**config.mk**
```make
export PLATFORM = sky130hd
export DESIGN_NAME = scl_ctrl_flat
export DESIGN_NICKNAME = d
export VERILOG_FILES = /design/src/rtl/scl_ctrl_if.sv /design/src/rtl/scl_ctrl.sv /design/src/flat_wrapper.sv
export SDC_FILE = /design/constraint.sdc
export NUM_CORES = 1
export LEC_CHECK = 0
export ABC_CLOCK_PERIOD_IN_PS = 1200
export BUFFER_PORTS_ARGS = -buffer_cell sky130_fd_sc_hd__buf_2
export CAP_MARGIN = 20
export CORE_MARGIN = 1.5
export CORE_UTILIZATION = 45
export DETAILED_ROUTE_END_ITERATION = 6
export GPL_ROUTABILITY_DRIVEN = 0
export PLACE_DENSITY = 0.69
export RECOVER_POWER = 100
export SKIP_CTS_REPAIR_TIMING = 1
export SYNTH_ARGS = -nofsm -noshare
export SYNTH_HDL_FRONTEND = slang
export SYNTH_SLANG_ARGS = --single-unit
```
**constraint.sdc**
```tcl
create_clock -name clk_scl -period 1.2 [get_ports clk_scl]
set_clock_uncertainty 0.05 [all_clocks]
set_input_delay 0.06 -clock clk_scl [delete_from_list [all_inputs] [get_ports clk_scl]]
set_output_delay 0.06 -clock clk_scl [all_outputs]
set_load 0.005 [all_outputs]
```
**src/rtl/scl_ctrl_if.sv**
```systemverilog
// rtl/scl_ctrl_if.sv - scaler control video-timing, config and filter-enable signal bundle
interface scl_ctrl_if;
    logic scl_i_vsync;
    logic scl_i_hsync;
    logic scl_i_data_en;
    logic scl_cfg_mode;
    logic scl_cfg_rsz;
    logic en_ff0;
    logic en_ff1;
    logic en_ff2;
    logic en_ff3;
    logic scl_o_data_en;
    logic scl_o_vsync;
    logic scl_o_hsync;

    modport master (
        output scl_i_vsync, scl_i_hsync, scl_i_data_en, scl_cfg_mode, scl_cfg_rsz,
        input  en_ff0, en_ff1, en_ff2, en_ff3, scl_o_data_en, scl_o_vsync, scl_o_hsync
    );

    modport slave (
        input  scl_i_vsync, scl_i_hsync, scl_i_data_en, scl_cfg_mode, scl_cfg_rsz,
        output en_ff0, en_ff1, en_ff2, en_ff3, scl_o_data_en, scl_o_vsync, scl_o_hsync
    );
endinterface

```
**src/rtl/scl_ctrl.sv**
```systemverilog
// rtl/scl_ctrl.sv - scaler line/frame sequencer driving filter tap enables and output valid
// Optional FLUSH state (3 trailing tap-shift cycles per line) built when SCL_CTRL_FLUSH_EN is defined.
module scl_ctrl (
    input  logic       clk_scl,
    input  logic       rst_n_scl,
    scl_ctrl_if.slave  bus
);

`ifdef SCL_CTRL_FLUSH_EN
    typedef enum logic [1:0] {IDLE, WAIT_LINE, ACTIVE, FLUSH} state_t;
    logic [1:0] flush_cnt;
`else
    typedef enum logic [1:0] {IDLE, WAIT_LINE, ACTIVE} state_t;
`endif

    state_t     state;
    logic [3:0] vs_dly;
    logic [3:0] hs_dly;
    logic [1:0] phase;
    logic       shd_mode;
    logic       shd_rsz;
    logic [2:0] keep_dly;
    logic       en0, en1, en2, en3;
    logic       out_de;

    logic       vs_rise;
    logic       hs_rise;
    logic       accept;
    logic       keep;
    logic [1:0] cur_phase;
    logic [1:0] nxt_phase;

    always_comb begin
        vs_rise   = vs_dly[0] & ~vs_dly[1];
        hs_rise   = hs_dly[0] & ~hs_dly[1];
        // A frame start wins over a coincident pixel, which is dropped.
        accept    = bus.scl_i_data_en && (state != IDLE) && !vs_rise;
        cur_phase = hs_rise ? 2'd0 : phase;
        if (!shd_mode)
            keep = 1'b1;
        else if (!shd_rsz)
            keep = (cur_phase[0] == 1'b0);
        else
            keep = (cur_phase != 2'd3);
        nxt_phase = cur_phase + 2'd1;
        if (!shd_rsz)
            nxt_phase[1] = 1'b0;
    end

    always_ff @(posedge clk_scl or negedge rst_n_scl) begin
        if (!rst_n_scl) begin
            state    <= IDLE;
            vs_dly   <= 4'd0;
            hs_dly   <= 4'd0;
            phase    <= 2'd0;
            shd_mode <= 1'b0;
            shd_rsz  <= 1'b0;
            keep_dly <= 3'd0;
            en0      <= 1'b0;
            en1      <= 1'b0;
            en2      <= 1'b0;
            en3      <= 1'b0;
            out_de   <= 1'b0;
`ifdef SCL_CTRL_FLUSH_EN
            flush_cnt <= 2'd0;
`endif
        end else begin
            vs_dly   <= {vs_dly[2:0], bus.scl_i_vsync};
            hs_dly   <= {hs_dly[2:0], bus.scl_i_hsync};
            en0      <= accept;
            en1      <= en0;
            en2      <= en1;
            en3      <= en2;
            keep_dly <= {keep_dly[1:0], accept & keep};
            out_de   <= keep_dly[2];

            if (accept)
                phase <= nxt_phase;
            else if (hs_rise)
                phase <= 2'd0;

            if (vs_rise) begin
                state    <= WAIT_LINE;
                phase    <= 2'd0;
                shd_mode <= bus.scl_cfg_mode;
                shd_rsz  <= bus.scl_cfg_rsz;
            end else begin
                case (state)
                    IDLE: state <= IDLE;
                    WAIT_LINE: if (bus.scl_i_data_en) state <= ACTIVE;
                    ACTIVE: begin
                        if (!bus.scl_i_data_en) begin
`ifdef SCL_CTRL_FLUSH_EN
                            state     <= FLUSH;
                            flush_cnt <= 2'd0;
`else
                            state     <= WAIT_LINE;
`endif
                        end
                    end
`ifdef SCL_CTRL_FLUSH_EN
                    FLUSH: begin
                        // Incoming data takes priority over draining the taps.
                        if (bus.scl_i_data_en) begin
                            state <= ACTIVE;
                        end else begin
                            en0       <= 1'b1;
                            flush_cnt <= flush_cnt + 2'd1;
                            if (flush_cnt == 2'd2)
                                state <= WAIT_LINE;
                        end
                    end
`endif
                    default: state <= IDLE;
                endcase
            end
        end
    end

    assign bus.en_ff0        = en0;
    assign bus.en_ff1        = en1;
    assign bus.en_ff2        = en2;
    assign bus.en_ff3        = en3;
    assign bus.scl_o_data_en = out_de;
    assign bus.scl_o_vsync   = vs_dly[3];
    assign bus.scl_o_hsync   = hs_dly[3];

endmodule

```
**src/flat_wrapper.sv**
```systemverilog
// flat-port wrapper written by rule: the top's interface ports become plain ports
module scl_ctrl_flat 
  (clk_scl, rst_n_scl, bus_scl_i_vsync, bus_scl_i_hsync, bus_scl_i_data_en, bus_scl_cfg_mode, bus_scl_cfg_rsz, bus_en_ff0, bus_en_ff1, bus_en_ff2, bus_en_ff3, bus_scl_o_data_en, bus_scl_o_vsync, bus_scl_o_hsync);
  scl_ctrl_if bus_i ();
  input  logic clk_scl;
  input  logic rst_n_scl;
  input wire logic [$bits(bus_i.scl_i_vsync)-1:0] bus_scl_i_vsync;
  input wire logic [$bits(bus_i.scl_i_hsync)-1:0] bus_scl_i_hsync;
  input wire logic [$bits(bus_i.scl_i_data_en)-1:0] bus_scl_i_data_en;
  input wire logic [$bits(bus_i.scl_cfg_mode)-1:0] bus_scl_cfg_mode;
  input wire logic [$bits(bus_i.scl_cfg_rsz)-1:0] bus_scl_cfg_rsz;
  output wire logic [$bits(bus_i.en_ff0)-1:0] bus_en_ff0;
  output wire logic [$bits(bus_i.en_ff1)-1:0] bus_en_ff1;
  output wire logic [$bits(bus_i.en_ff2)-1:0] bus_en_ff2;
  output wire logic [$bits(bus_i.en_ff3)-1:0] bus_en_ff3;
  output wire logic [$bits(bus_i.scl_o_data_en)-1:0] bus_scl_o_data_en;
  output wire logic [$bits(bus_i.scl_o_vsync)-1:0] bus_scl_o_vsync;
  output wire logic [$bits(bus_i.scl_o_hsync)-1:0] bus_scl_o_hsync;
  assign bus_i.scl_i_vsync = bus_scl_i_vsync;
  assign bus_i.scl_i_hsync = bus_scl_i_hsync;
  assign bus_i.scl_i_data_en = bus_scl_i_data_en;
  assign bus_i.scl_cfg_mode = bus_scl_cfg_mode;
  assign bus_i.scl_cfg_rsz = bus_scl_cfg_rsz;
  assign bus_en_ff0 = bus_i.en_ff0;
  assign bus_en_ff1 = bus_i.en_ff1;
  assign bus_en_ff2 = bus_i.en_ff2;
  assign bus_en_ff3 = bus_i.en_ff3;
  assign bus_scl_o_data_en = bus_i.scl_o_data_en;
  assign bus_scl_o_vsync = bus_i.scl_o_vsync;
  assign bus_scl_o_hsync = bus_i.scl_o_hsync;
  scl_ctrl u_core (.clk_scl(clk_scl), .rst_n_scl(rst_n_scl), .bus(bus_i));
endmodule
```
==> results_dict.tcl <==
set metrics [dict create \
    grt_pass1_wl_um 1750 \
    nets 79 \
    postLayoutCellArea_um2 950 \
    htree_levels 1 \
    vias 400 \
    timing.fmax_ghz 0.789 \
    fin_util_pct 62.3 \
    syn_to_final_growth_pct 27.3 \
    synth_seq_cells 22 \
    synth_cell_types 18 \
    dpl.cell_count 76 \
    power_density_mw_per_mm2 1460 \
    period_needed_ns 1.27 \
    diodes 0 \
    worstPathCellList "nand2b_4 -> and2_4 -> ha_4 -> nand2_2 -> mux2i_1" \
    violations "negative setup slack" \
    crit_type "flip-flop to flip-flop" \
    drc 0 \
    placed_area_um2 868 \
    drt-total-wl_um 1090 \
    layout-drive-gt1-share_pct 40.6 \
    numCtsBuffers 3 \
    grt_pass1_vias 392 \
    dp_slack_ns -0.0443 \
    maxCapViolCount 0 \
    setup_viol 2 \
    path_max_fanout 3 \
    netlist.area_leader.share_pct 73.8 \
    hold_viol 0 \
    core_mm2 0.00152 \
    dr.first_iter.drc_count 2 \
    p_leak_nw 0.474 \
    dp_hpwl_um 747 \
    cts.clk_slew.worst_paths_ns 0.12 \
    antenna_found_initial 0 \
    syn_area_per_cell_um2 16.9 \
    relSlewSlack_pct 65.8 \
    cp.arrival_ns 1.43 \
    yosysWarnings 0 \
    syn-cell-area_um2 746 \
    cts.sinks 22 \
    required_ns 1.37 \
    status "finished, violations left" \
    clk_latency_ns 0.30 \
    ios 14 \
    final_antenna_net_count 0 \
    gr-usage-all-layers_pct 13.3 \
    die_h_um 43.7 \
    drv_slew 0 \
    rsz0062_at_grt "yes" \
    overflow 0 \
    fin_cells 85 \
    grt_max_degree 23 \
    synth.area.top_cells "dfrtp_1 74%, mux2_4 4.0%, o211ai_4 2.9%" \
    die_x_um 43.7 \
    grt_util_met3_pct 2.50 \
    met1_usage_pct 15.9 \
    syn_inst 44 \
    vdd_ir_drop_max_uv 909 \
    root_buffer "clkbuf_4" \
    end_kind "flip-flop" \
    yosys.area.top_type "dfrtp_1" \
    grt-busiest-layer "met2" \
    avgViaCountPerCell 4.71 \
    wl_per_cell_um 12.8 \
    hold_path_class "input pin to asynchronous set/reset pin" \
    max_stage_delay_ns 0.39 \
    met2_usage_pct 21.5 \
    setup_ws_ns -0.0677 \
    portBuffers 13 \
    fin_crit_sh_pct 106 \
    tightest_slew_ns 0.513 \
    die-area_mm2 0.00191 \
    crit_path_start_kind "flip-flop" \
    start_util_pct 48.9 \
    rows 14 \
    fin_setup_tns_ns -0.126 \
    syn_nets 52 \
    clockBufferDepth 2 \
    cts_tree "built" \
    critPathSlowestCell "dfrtp_1" \
    seq_area_frac_synth_pct 73.8 \
    first_pass_iters 3 \
]
-- worst max-delay path, delay by kind of cell (launching register included) --
kind	cells	cell delay, ns
flip-flops	1	0.39
adder cells (fa/ha/maj)	1	0.25
AND/OR/NAND/NOR	3	0.33
multiplexers	1	0.15
-- layer usage --
layer,vias up,wire length [µm],share of wire (%)
met1,187,487,45
met3,5,50,4.6
li1,195,-,-
met4,0,31,2.8
met5,-,0,0
met2,13,520,48
-- cell usage in the layout, fill, tap and decap left out, drive strengths merged --
master,netlist,layout
nand2,2,2
dlygate4sd3,0,6
mux2,2,2
nor2,1,1
o21ai,1,1
inv,2,2
xnor2,1,1
nand3,2,2
nand2b,2,2
mux2i,2,2
and3,1,1
buf,1,13
and2,2,2
ha,1,1
o211ai,1,1
clkbuf,0,7
a311oi,1,1
dfrtp,22,22
-- path summary, 6_finish.rpt --
path | startpoint | to | slack (ns) | depth (start not counted)
setup reg to reg | u_core.hs_dly[1] | u_core.phase[1] | -0.07 | 5
min in group clk_scl | u_core.vs_dly[2] | u_core.vs_dly[3] | 0.31 | 0
setup / recovery | u_core.hs_dly[1] | u_core.phase[1] | -0.07 | 5
hold reg to reg | u_core.vs_dly[2] | u_core.vs_dly[3] | 0.31 | 0
max in group asynchronous | rst_n_scl | u_core.bus.en_ff1 | 0.56 | 2
hold / removal | rst_n_scl | u_core.phase[0] | 0.19 | 2
-- metrics by stage --
stage	hold WS [ns]	total power, mW
floorplan	-0.286	0.984
global placement	-0.0153	1.06
detailed placement	-0.00567	1.07
CTS	-0.341	1.39
global route	0.239	1.47
finish	0.189	1.39
-- cell families (layout without fill, tap and decap cells) --
logic type | Yosys count | in the layout | share of synthesized area, %
AOI/OAI and AO/OA | 3 | 3 | 5.54
xor gates and xnor gates | 1 | 1 | 1.17
adders and majority gates | 1 | 1 | 1.68
buffers and inverters | 3 | 28 | 2.52
DFF | 22 | 22 | 73.8
muxes | 4 | 4 | 6.71
and+or+nand+nor | 10 | 10 | 8.56
-- cell type report --
class	instances	area (µm²)
inverters	2	7.51
repair buffers	23	153
flip-flops and latches	22	551
fillers	128	574
well taps	16	20.0
clock buffers	3	22.5
multi-input cells	19	196
-- flip-flops by register name, indices dropped and copies added (netlist names) --
register and cells:
u_core.bus.en_ff3 1, u_core.shd_mode 1, u_core.bus.en_ff0 1, u_core.bus.scl_o_data_en 1, u_core.vs_dly 4, u_core.bus.en_ff1 1
u_core.shd_rsz 1, u_core.phase 2, u_core.hs_dly 4, u_core.bus.en_ff2 1, u_core.keep_dly 3, u_core.state 2
-- power by group --
group / internal, mW / leakage, nW / switching, mW / total, mW
logic: 0.115 / 0.187 / 0.0825 / 0.198
registers: 0.820 / 0.274 / 0.0501 / 0.870
clock network: 0.117 / 0.0138 / 0.206 / 0.323
total: 1.05 / 0.474 / 0.338 / 1.39
-- synth_stat cells --
| cell type | instances |
|---|---|
| dfrtp_1 | 22 |
| inv_1 | 2 |
| mux2_4 | 2 |
| mux2i_1 | 2 |
| nand2_1 | 2 |
| nand3_1 | 2 |
| a311oi_2 | 1 |
| and2_2 | 1 |
| and2_4 | 1 |
| and3_1 | 1 |
| buf_6 | 1 |
| ha_1 | 1 |
| nand2b_1 | 1 |
| nand2b_4 | 1 |
| nor2_1 | 1 |
| o211ai_4 | 1 |
| o21ai_0 | 1 |
| xnor2_1 | 1 |
Note: power is estimated with default switching activity, not from simulation.
